$ cat config.mk
export PLATFORM = sky130hd
export DESIGN_NAME = regfile_dump_flat
export DESIGN_NICKNAME = d
export VERILOG_FILES = /design/src/rtl/regfile_dump_pkg.sv /design/src/rtl/regfile_dump_if.sv /design/src/rtl/regfile_dump_word_byte_serializer.sv /design/src/rtl/regfile_dump.sv /design/src/flat_wrapper.sv
export SDC_FILE = /design/constraint.sdc
export NUM_CORES = 1
export LEC_CHECK = 0
export ABC_AREA = 1
export CORE_MARGIN = 2
export CORE_UTILIZATION = 43
export CTS_BUF_LIST = sky130_fd_sc_hd__clkbuf_8 sky130_fd_sc_hd__clkbuf_16
export CTS_CLUSTER_DIAMETER = 40
export DETAILED_ROUTE_END_ITERATION = 8
export MAX_ROUTING_LAYER = met4
export PLACE_DENSITY_LB_ADDON = 0.12
export SYNTH_ARGS = -nofsm -noshare
export SYNTH_HDL_FRONTEND = slang
export SYNTH_SLANG_ARGS = --single-unit
$ cat constraint.sdc
create_clock -name CLK -period 2.6 [get_ports CLK]
set_input_delay 0.52 -clock CLK [delete_from_list [all_inputs] [get_ports CLK]]
set_output_delay 0.52 -clock CLK [all_outputs]
set_load 0.01 [all_outputs]
$ cat src/rtl/regfile_dump_pkg.sv
// Shared definitions for the register dump block: FSM encoding and record layout.
package regfile_dump_pkg;

    typedef enum logic [1:0] {
        ST_IDLE,
        ST_LOAD,
        ST_SEND,
        ST_FIN
    } state_t;

    // Width of the per-record tag byte that carries the register index.
    localparam int unsigned TAG_W = 8;

    // Bytes per record: one tag byte followed by the data word, MSB byte first.
    function automatic int unsigned rec_bytes(input int unsigned data_w);
        return (TAG_W + data_w) / 8;
    endfunction

    localparam int unsigned BYTES_PER_REC = rec_bytes(32);

endpackage

$ cat src/rtl/regfile_dump_if.sv
// Byte stream toward the CLI transmitter (valid/ready handshake).
interface regfile_dump_if;
    logic [7:0] TX_DATA;
    logic       TX_VALID;
    logic       TX_READY;

    modport master (
        output TX_DATA,
        output TX_VALID,
        input  TX_READY
    );

    modport slave (
        input  TX_DATA,
        input  TX_VALID,
        output TX_READY
    );
endinterface

$ cat src/rtl/regfile_dump_word_byte_serializer.sv
// Loads a {tag, word} record and shifts it out one byte per accepted transfer.
module word_byte_serializer
    import regfile_dump_pkg::*;
#(
    parameter int unsigned DATA_W = 32,
    parameter int unsigned NBYTES = BYTES_PER_REC
) (
    input  logic                clk,
    input  logic                rst,
    input  logic                load,
    input  logic [TAG_W-1:0]    tag,
    input  logic [DATA_W-1:0]   word,
    regfile_dump_if.master      tx,
    output logic                last_acc
);

    localparam int unsigned REC_W = TAG_W + DATA_W;
    localparam int unsigned CNT_W = $clog2(NBYTES);

    logic [REC_W-1:0] rec;
    logic [CNT_W-1:0] cnt;
    logic             active;
    logic             xfer;

    // Handshake decode; TX_VALID comes straight from a flop, never from TX_READY.
    always_comb begin
        xfer        = active & tx.TX_READY;
        last_acc    = xfer && (cnt == CNT_W'(NBYTES - 1));
        tx.TX_VALID = active;
        tx.TX_DATA  = active ? rec[REC_W-1 -: 8] : '0;
    end

    // Record register: capture on load, shift left one byte per transfer.
    always_ff @(posedge clk) begin
        if (rst) begin
            rec    <= '0;
            cnt    <= '0;
            active <= 1'b0;
        end else if (load) begin
            rec    <= {tag, word};
            cnt    <= '0;
            active <= 1'b1;
        end else if (xfer) begin
            rec <= {rec[REC_W-9:0], 8'h00};
            cnt <= cnt + 1'b1;
            if (last_acc) begin
                active <= 1'b0;
            end
        end
    end

endmodule

$ cat src/rtl/regfile_dump.sv
// Walks register addresses through read port 1 and streams tagged records to the CLI.
module regfile_dump
    import regfile_dump_pkg::*;
#(
    parameter int unsigned NUM_REGS = 16,
    parameter int unsigned ADDR_W   = 4,
    parameter int unsigned DATA_W   = 32
) (
    input  logic              CLK,
    input  logic              RST,
    input  logic              START,
    output logic              BUSY,
    output logic              DONE,
    output logic [ADDR_W-1:0] A1,
    input  logic [DATA_W-1:0] RD1,
    regfile_dump_if.master    tx
);

    localparam logic [ADDR_W-1:0] LAST_IDX = ADDR_W'(NUM_REGS - 1);

    state_t            state;
    state_t            state_nxt;
    logic [ADDR_W-1:0] idx;
    logic [ADDR_W-1:0] idx_nxt;
    logic              load;
    logic              last_acc;

    // State and index registers.
    always_ff @(posedge CLK) begin
        if (RST) begin
            state <= ST_IDLE;
            idx   <= '0;
        end else begin
            state <= state_nxt;
            idx   <= idx_nxt;
        end
    end

    // Next-state, read address and status outputs.
    always_comb begin
        state_nxt = state;
        idx_nxt   = idx;
        load      = 1'b0;
        BUSY      = 1'b0;
        DONE      = 1'b0;
        A1        = idx;
        case (state)
            ST_IDLE: begin
                A1 = '0;
                if (START) begin
                    state_nxt = ST_LOAD;
                    idx_nxt   = '0;
                end
            end
            ST_LOAD: begin
                BUSY      = 1'b1;
                load      = 1'b1;
                state_nxt = ST_SEND;
            end
            ST_SEND: begin
                BUSY = 1'b1;
                if (last_acc) begin
                    if (idx == LAST_IDX) begin
                        state_nxt = ST_FIN;
                    end else begin
                        idx_nxt   = idx + 1'b1;
                        state_nxt = ST_LOAD;
                    end
                end
            end
            ST_FIN: begin
                BUSY      = 1'b1;
                DONE      = 1'b1;
                idx_nxt   = '0;
                state_nxt = ST_IDLE;
            end
            default: begin
                state_nxt = ST_IDLE;
                idx_nxt   = '0;
            end
        endcase
    end

    word_byte_serializer #(
        .DATA_W (DATA_W),
        .NBYTES (rec_bytes(DATA_W))
    ) u_ser (
        .clk      (CLK),
        .rst      (RST),
        .load     (load),
        .tag      (TAG_W'(idx)),
        .word     (RD1),
        .tx       (tx),
        .last_acc (last_acc)
    );

endmodule
$ cat src/flat_wrapper.sv
// flat-port wrapper written by rule: the top's interface ports become plain ports
module regfile_dump_flat import regfile_dump_pkg::*;
#(
    parameter int unsigned NUM_REGS = 16,
    parameter int unsigned ADDR_W   = 4,
    parameter int unsigned DATA_W   = 32
)
  (CLK, RST, START, BUSY, DONE, A1, RD1, tx_TX_DATA, tx_TX_VALID, tx_TX_READY);
  regfile_dump_if tx_i ();
  input  logic CLK;
  input  logic RST;
  input  logic START;
  output logic BUSY;
  output logic DONE;
  output logic [ADDR_W-1:0] A1;
  input  logic [DATA_W-1:0] RD1;
  output wire logic [$bits(tx_i.TX_DATA)-1:0] tx_TX_DATA;
  output wire logic [$bits(tx_i.TX_VALID)-1:0] tx_TX_VALID;
  input wire logic [$bits(tx_i.TX_READY)-1:0] tx_TX_READY;
  assign tx_TX_DATA = tx_i.TX_DATA;
  assign tx_TX_VALID = tx_i.TX_VALID;
  assign tx_i.TX_READY = tx_TX_READY;
  regfile_dump #(.NUM_REGS(NUM_REGS), .ADDR_W(ADDR_W), .DATA_W(DATA_W)) u_core (.CLK(CLK), .RST(RST), .START(START), .BUSY(BUSY), .DONE(DONE), .A1(A1), .RD1(RD1), .tx(tx_i));
endmodule
Yosys cells after proc, flatten, opt, wreduce, memory -nomap -nowiden
Cells that the tools add are included.

Add/subtract/negate cells: 2. Multiply operators: 0. Divide/modulo/power cells: 0. Order comparisons: 0. Equal/unequal tests: 8. Shift-type cells: 0. Muxes and demuxes: 18. Bitwise operators: 1. Reduce and logical (&&, ||, !) cells: 10.

Operators by type and width (count): 36-bit two-way mux (2); 4-bit two-way mux (4); 4-bit one-hot mux with 3 select lines (1); 8-bit two-way mux (1); 2-bit one-hot mux with 4 select lines (1); 1-bit two-way mux (6); 2-bit two-way mux (3); 4-bit by 1-bit adder with 4-bit output (second input constant) (1); 2-bit equality test (second input constant) (2); 4-bit equality test (second input constant) (1); 2-bit inequality test (second input constant) (2); 2-bit AND reduction (2); 4-bit AND reduction (1); 2-bit nonzero test (2); 3-bit by 1-bit adder with 3-bit output (second input constant) (1); 3-bit equality test (second input constant) (1); 3-bit nonzero test (1); 3-bit OR reduction (1); 2-bit by 1-bit equality test with 1-bit output (second input constant) (1); 2-bit zero test (1); 2-bit by 1-bit inequality test with 1-bit output (second input constant) (1); 2-bit OR reduction (1); 1-bit AND (1); 1-bit logical AND (1).

Register bits after elaboration: 50. Latch bits: 0. Bits in writable memories: 0. ROM bits: 0. Logic and storage cells: 45. Memories: 0.

Logic depth before layout (Yosys ltp)
Gate-level depths: netlist (run 1).

Depth after elaboration: 5. Depth in mapped cells: 10. Mapped depth without buffers: 10.

Modules after synthesis
Synthesis (run 1) repeated with hierarchy kept, for this count alone.

Cell total of the unflattened synthesis: 395. Area, all modules: 2575.0 um^2.

Modules (own cells, without submodules): word_byte_serializer (times used 1, cells an instance 326, area an instance 2170.8 um^2); regfile_dump (times used 1, cells an instance 69, area an instance 404.1 um^2).

Worst setup path after synthesis (run 1)
No wires, ideal clock.

Path kind: reg2out. Start: reg u_core.state[0]. End: out A1[0]. Arrival: 847 ps. Required time: 2080 ps. Path slack: 1233 ps. Cell stages (with the launch flop): 5. Buffers on the path: 0. Path through: dfxtp_1 inv_2 nand2_1 inv_1 nor2_1.

Longest elaborated chain between the ends: 2.

RTL lines: start: declaration (line regfile_dump.sv:21) `state_t state;`; start signal: assignment (line regfile_dump.sv:34) `state <= state_nxt;`; 2-bit zero test (line regfile_dump.sv:47) `case (state)`; 4-bit two-way mux (line regfile_dump.sv:47); end: declaration (line flat_wrapper.sv:15) `output logic [ADDR_W-1:0] A1;`.

Every way passes these cells.

Worst setup path after layout (run 1)
Start: reg u_core.state[0]. End: out A1[3].

The elaborated chain is that of the path after synthesis.

==> run summary, run 1 <==
clk_skew: 5.115 ps
largest net degree at the start of global routing: 34
dpl cells: 448
Std-Cell Rows: 27
worst-margin pin slew: 468.0 ps
CTS sink cnt: 50
# port buffers: 50
post-route ant nets: 0
Worst R2R End: u_core.u_ser.rec[19]
final wirelength: 5.089 mm
CTS resizes: 0
final cell count without fillers: 456
clock buffer depth: 2
Post-synth EDFFs: 0
PwrDens: 639.6 nW/um^2
routed vias/inst: 4.761
Core Area: 5507 sq um
total grt overflow: 0
synthesized flop and latch total: 50
type of origin of the critical path: register
Starting Density: 44.44%
Post-CTS Hold Buffers: 0
mux contribution to synthesized area: 0%
Setup Viol. Count Final: 0
CP required: 2080 ps
Place WS: 537.9 ps
maxcap violations: 0
Leak: 1.367 nW
Final Cycle Share: 81.58%
DRC viols: 0
R2R depth: 7
status: completed
Setup TNS: 0 ps
Slew Limit Headroom: 68.61%
routed len/inst: 11.16 um
cells after synthesis: 343
Worst Setup Slack, final: 478.9 ps
final RePlAce weighted congestion: 0.8902
FF-to-FF Start: u_core.state[0]
Fill cells: 551
fin util: 54.69%
Seq/Total Area, Yosys: 40.90%
vias in the first global route: 2046
critical path type: reg2out
worst-path maximum fanout: 4
Vias: 2171
Netlist Area Pre-Place: 2447 sq um
fin nets: 422
compound-gate portion of the synthesized area: 9.356%
GRT Overall Usage: 18.07%
fmax: 0.4715 GHz
Worst Path Buf+Inv: 3
area leader, netlist: dfxtp_1
Post-CTS Setup Inserts: 0
share of layout cells above drive strength 1: 9.375%
crit-path max cell delay: 530 ps
hold worst-path end: u_core.u_ser.rec[38]
DP HPWL: 3.458 mm
Post-Synth XOR/XNOR Area: 0.3579%
Post-Syn Area per Cell: 7.135 sq um
syn_nets: 382
critical path's top delay family: buffers and inverters
die area: 6311 sq um
most common library cells after synthesis: 101 x nand2_1, 50 x dfxtp_1, 49 x nand3_1, 41 x inv_1, 18 x nor2_1
global-route wire length before repair: 8.873 mm
CP cell instances: inv_2, nand2_1, inv_1, nor2_1, clkdlybuf4s50_1
Final Slew Violations: 0
WP data arrival: 1600 ps
initial antenna violation count: 0
most frequent cell after synthesis: nand2_1
io pins: 51
worst-case vdd ir drop: 0.3130 mV
Tmin final: 2121 ps
share of the synthesized area in the top cell type: 40.90%
TritonCTS Buffers: 5
Simple-Gate Fraction of Synth Area: 33.69%
DRT iter0 DRCs: 94
Critical Path End Type: output port
Worst path slowest cell: clkdlybuf4s50_1
unrepaired setup endpoints after global routing: no
Yosys warnings: 0
DRT Pass-1 Iters: 4
CTS tree: yes
worst skew pair latency: 300 ps
Reg clk slew, reported paths: 100 ps
hold path cells: 2
top cells by area, synth: dfxtp_1 41%, nand2_1 15%, nand3_1 10%, inv_1 6.3%, buf_6 4.1%
Post-Synth Adder-Cell Area: 1.534%
hold crit path type: reg2reg
Final Hold Viols: 0
CTS H-Tree Depth: 2
diode count: 0
die height: 79.44 um
Hold Crit Start: u_core.u_ser.rec[30]
largest family of logic cells by synthesized area: simple AND/OR/NAND/NOR gates
Area Growth Syn to Fin: 23.06%
flop-to-flop setup slack: 890 ps
Cell variety after synth: 28
total power: 1.926 mW
Async SR Flop Fraction: 0%
Main synth FF type: dfxtp_1
Die Span X: 79.44 um
CTS Root Cell: clkbuf_8
## worst max-delay path by stage
stage,start,endpoint,depth (start not counted)
2_1_floorplan,u_core.state[0],A1[0],4
3_3_place_gp,tx_TX_READY,u_core.u_ser.rec[20],8
3_5_place_dp,tx_TX_READY,u_core.u_ser.rec[22],8
4_1_cts,u_core.state[0],A1[3],5
5_1_grt,u_core.state[0],A1[3],5
6_report,u_core.state[0],A1[3],5
## flip-flops by register name (all words and copies together) (netlist names)
| signal | flops |
|---|---|
| u_core.idx | 4 |
| u_core.state | 2 |
| u_core.u_ser.tx.TX_VALID | 1 |
| u_core.u_ser.rec | 40 |
| u_core.u_ser.cnt | 3 |
## cells by family (layout without fill, tap and decap cells)
logic type	count (synthesis)	after routing
buffers and inverters	68	109
DFF	50	50
xor gates and xnor gates	1	1
AOI/OAI and AO/OA	35	35
adders and majority gates	3	3
and+or+nand+nor	186	186
## worst min-delay path, cell delays in order, from the launching register on
cell	delay, ps
dfxtp_1	310
inv_1	70
a21oi_1	60
## final cells by class
cell class | count | area (sq um) | area share (%)
Timing Repair Buffer | 53 | 523.0 | 17.37
Clock buffer | 5 | 68.82 | 2.285
Multi-Input combinational cell | 225 | 1100 | 36.52
Clock inverter | 3 | 43.79 | 1.454
Sequential cell | 50 | 1001 | 33.24
Tap cell | 72 | 90.09 | 2.991
Inverter | 48 | 185.2 | 6.149
## stage by stage
stage,area (sq um),hold WS [ps]
after floorplan,2447,429.3
after global placement,2899,448.8
after detailed placement,2899,446.7
after CTS,3012,463.1
after global routing,3012,481.5
final,3012,468.5
## power breakdown
group / total (mW) / switching, mW / internal [mW] / leakage [nW]
logic: 0.461 / 0.273 / 0.188 / 0.900
registers: 0.909 / 0.0614 / 0.847 / 0.408
clock network: 0.557 / 0.268 / 0.289 / 0.0585
## cell usage in the layout (no fill, tap or decap), types with 2 or more instances in the layout
master	netlist	routed
o211ai_1	3	3
a21oi_2	7	7
buf_4	3	3
nand2_1	101	101
clkdlybuf4s50_1	0	50
o21ai_0	7	7
nor2_2	5	5
nand2_2	2	2
a31oi_1	4	4
inv_6	1	2
a21oi_1	10	10
nor2_4	2	2
inv_1	41	41
nor3_1	4	4
nor2_1	18	18
nand3_1	49	49
inv_2	5	5
dfxtp_1	50	50
ha_1	3	3
o221ai_1	4	4
clkbuf_8	0	5
nand2_4	3	3
## layer usage
layer | routed length (um) | up-vias | GRT usage, %
li1 | - | 1156 | -
met3 | 198 | 5 | 4.072
met4 | 55 | 0 | 4.655
met5 | 0 | - | -
met1 | 2448 | 964 | 21.73
met2 | 2387 | 46 | 30.67
Power figures use the tool's default switching activity.
==> run 2: changes to the inputs <==
==> constraint.sdc (replaced) <==
create_clock -name CLK -period 1.8 [get_ports CLK]
set_input_delay 0.36 -clock CLK [delete_from_list [all_inputs] [get_ports CLK]]
set_output_delay 0.36 -clock CLK [all_outputs]
set_load 0.01 [all_outputs]
==> run 2 against run 1 <==
  * Sequential cell count did not move
  * Utilization rose by 1.4 points
  * Count of clock-buffer cells in the layout did not move
  * First-iteration DRC count rose by 9.6%
  * Global-route usage rose by 0.12 points
  * Critical endpoint is now BUSY
==> run summary, run 2 (synthesis gave the netlist of run 1 again) <==
Starting Density: 44.44%
Area Growth Syn to Fin: 26.18%
largest net degree at the start of global routing: 34
DRT iter0 DRCs: 103
CTS H-Tree Depth: 2
vias in the first global route: 1982
Critical Path End Type: output port
global-route wire length before repair: 9.018 mm
DRC viols: 0
diode count: 0
initial antenna violation count: 0
Tmin final: 1741 ps
# port buffers: 50
WP data arrival: 1380 ps
most common library cell in the layout ignoring fill and taps: nand2_1
Worst R2R End: u_core.u_ser.rec[39]
PwrDens: 916.6 nW/um^2
CP required: 1440 ps
total grt overflow: 0
share of layout cells above drive strength 1: 11.96%
worst skew pair latency: 310 ps
clk_skew: 9.197 ps
fin nets: 431
Std-Cell Rows: 27
biggest registers after layout: u_core.u_ser.rec (40), u_core.idx (4), u_core.u_ser.cnt (3)
Worst path slowest cell: clkdlybuf4s50_1
critical path type: reg2out
flop-to-flop setup slack: 360 ps
post-route ant nets: 0
routed vias/inst: 4.809
clock buffer depth: 2
CP cell instances: inv_2, nand2_1, clkdlybuf4s50_1
Final Hold Viols: 0
DRT Pass-1 Iters: 4
Reg clk slew, reported paths: 90 ps
fmax: 0.5744 GHz
Min Hold Slack: 465.5 ps
die area: 6311 sq um
hold path cells: 2
Biggest register: u_core.u_ser.rec
GRT Overall Usage: 18.20%
Post-CTS Setup Inserts: 0
die height: 79.44 um
most frequent cells in the layout: 101 x nand2_1, 49 x nand3_1, 48 x dfxtp_1
io pins: 51
final RePlAce weighted congestion: 0.8658
Die Span X: 79.44 um
Final Cycle Share: 96.72%
unrepaired setup endpoints after global routing: no
DP HPWL: 3.742 mm
CTS tree: yes
hold worst-path end: u_core.u_ser.rec[0]
R2R depth: 7
type of origin of the critical path: register
crit-path max cell delay: 550 ps
Worst Setup Slack, final: 58.97 ps
CTS sink cnt: 50
Setup TNS: 0 ps
status: completed
Vias: 2236
worst-path maximum fanout: 4
Final Slew Violations: 0
Fill cells: 580
TritonCTS Buffers: 5
Post-CTS Hold Buffers: 0
CTS Root Cell: clkbuf_8
Place WS: 48.09 ps
max FFs per register: 40
Hold Crit Start: u_core.u_ser.rec[0]
Slew Limit Headroom: 68.10%
FF-to-FF Start: u_core.state[1]
hold crit path type: reg2reg
Leak: 1.524 nW
Setup Viol. Count Final: 0
worst-margin pin slew: 477.8 ps
routed len/inst: 11.32 um
Core Area: 5507 sq um
worst-case vdd ir drop: 0.4338 mV
maxcap violations: 0
final wirelength: 5.266 mm
==> run 2: cell count changes in the layout (fill, tap and decap cells not counted), sizes merged <==
cell,delta
clkdlybuf4s50,-12
dlygate4sd2,+8
buf,+9
dlymetal6s2s,+4
==> run 2: repair_timing <==
item                                    4_1_cts  5_1_grt
gates resized for setup                      11        4
cloned                                        0        0
endpoints found under the setup margin        9        4
hold endpoints to repair                      0        0
==> run 2: worst max-delay path, delay by kind of cell, from the launching register on <==
| family | cells | cell delay [ps] |
|---|---|---|
| buf+inv | 2 | 590 |
| simple gates | 1 | 100 |
| flops | 1 | 390 |
==> run 2: layout make-up <==
cell class	instances	area [sq um]	area share, %
sequential	50	1006	32.58
inverter	48	185.2	5.997
clock buffer	5	68.82	2.229
clock inverter	3	47.55	1.540
multi-input combinational	225	1100	35.62
timing repair buffer	62	590.6	19.12
tap	72	90.09	2.917
==> run 2: metrics by stage <==
stage	cell area [sq um]	utilization [%]	std cells	power, mW
2_1_floorplan	2447	-	343	1.843
3_3_place_gp	2967	53.87	457	2.037
3_5_place_dp	2967	53.87	457	2.048
4_1_cts	3078	55.90	465	2.859
5_1_grt	3088	56.08	465	3.008
6_report	3088	56.08	465	2.831
==> run 2: per-layer routing <==
layer  global-route usage, %  vias to the layer above  routed length, um
met1                   23.85                     1008               2531
met4                   4.828                        0                 65
met5                       -                        -                  0
met2                   28.91                       45               2481
li1                        -                     1176                  -
met3                   3.507                        7                188
==> run 2: worst max-delay path by stage <==
stage                                   startpoint              endpoint  slack (ps)
after floorplan           u_core.u_ser.tx.TX_VALID   u_core.u_ser.rec[1]         570
after global placement                 tx_TX_READY  u_core.u_ser.rec[18]          90
after detailed placement               tx_TX_READY  u_core.u_ser.rec[11]          50
after CTS                 u_core.u_ser.tx.TX_VALID         tx_TX_DATA[7]          10
after global routing               u_core.state[0]                  BUSY          10
final                              u_core.state[0]                  BUSY          60
==> run 2: where the power goes <==
part	leakage [nW]	total, mW	internal, mW	switching, mW
registers	0.409	1.30	1.23	0.0766
clock network	0.0587	0.820	0.422	0.399
logic	1.06	0.708	0.291	0.417
==> run 3: changes to the inputs <==
--- a/config.mk
+++ b/config.mk
@@ -8,7 +8,7 @@
 export ABC_AREA = 1
 export CORE_MARGIN = 2
 export CORE_UTILIZATION = 43
-export CTS_BUF_LIST = sky130_fd_sc_hd__clkbuf_8 sky130_fd_sc_hd__clkbuf_16
+export CTS_BUF_LIST = sky130_fd_sc_hd__clkbuf_8
 export CTS_CLUSTER_DIAMETER = 40
 export DETAILED_ROUTE_END_ITERATION = 8
 export MAX_ROUTING_LAYER = met4
==> results of run 3 <==
The final DEF is identical to that of run 2; final timing and power are the same.
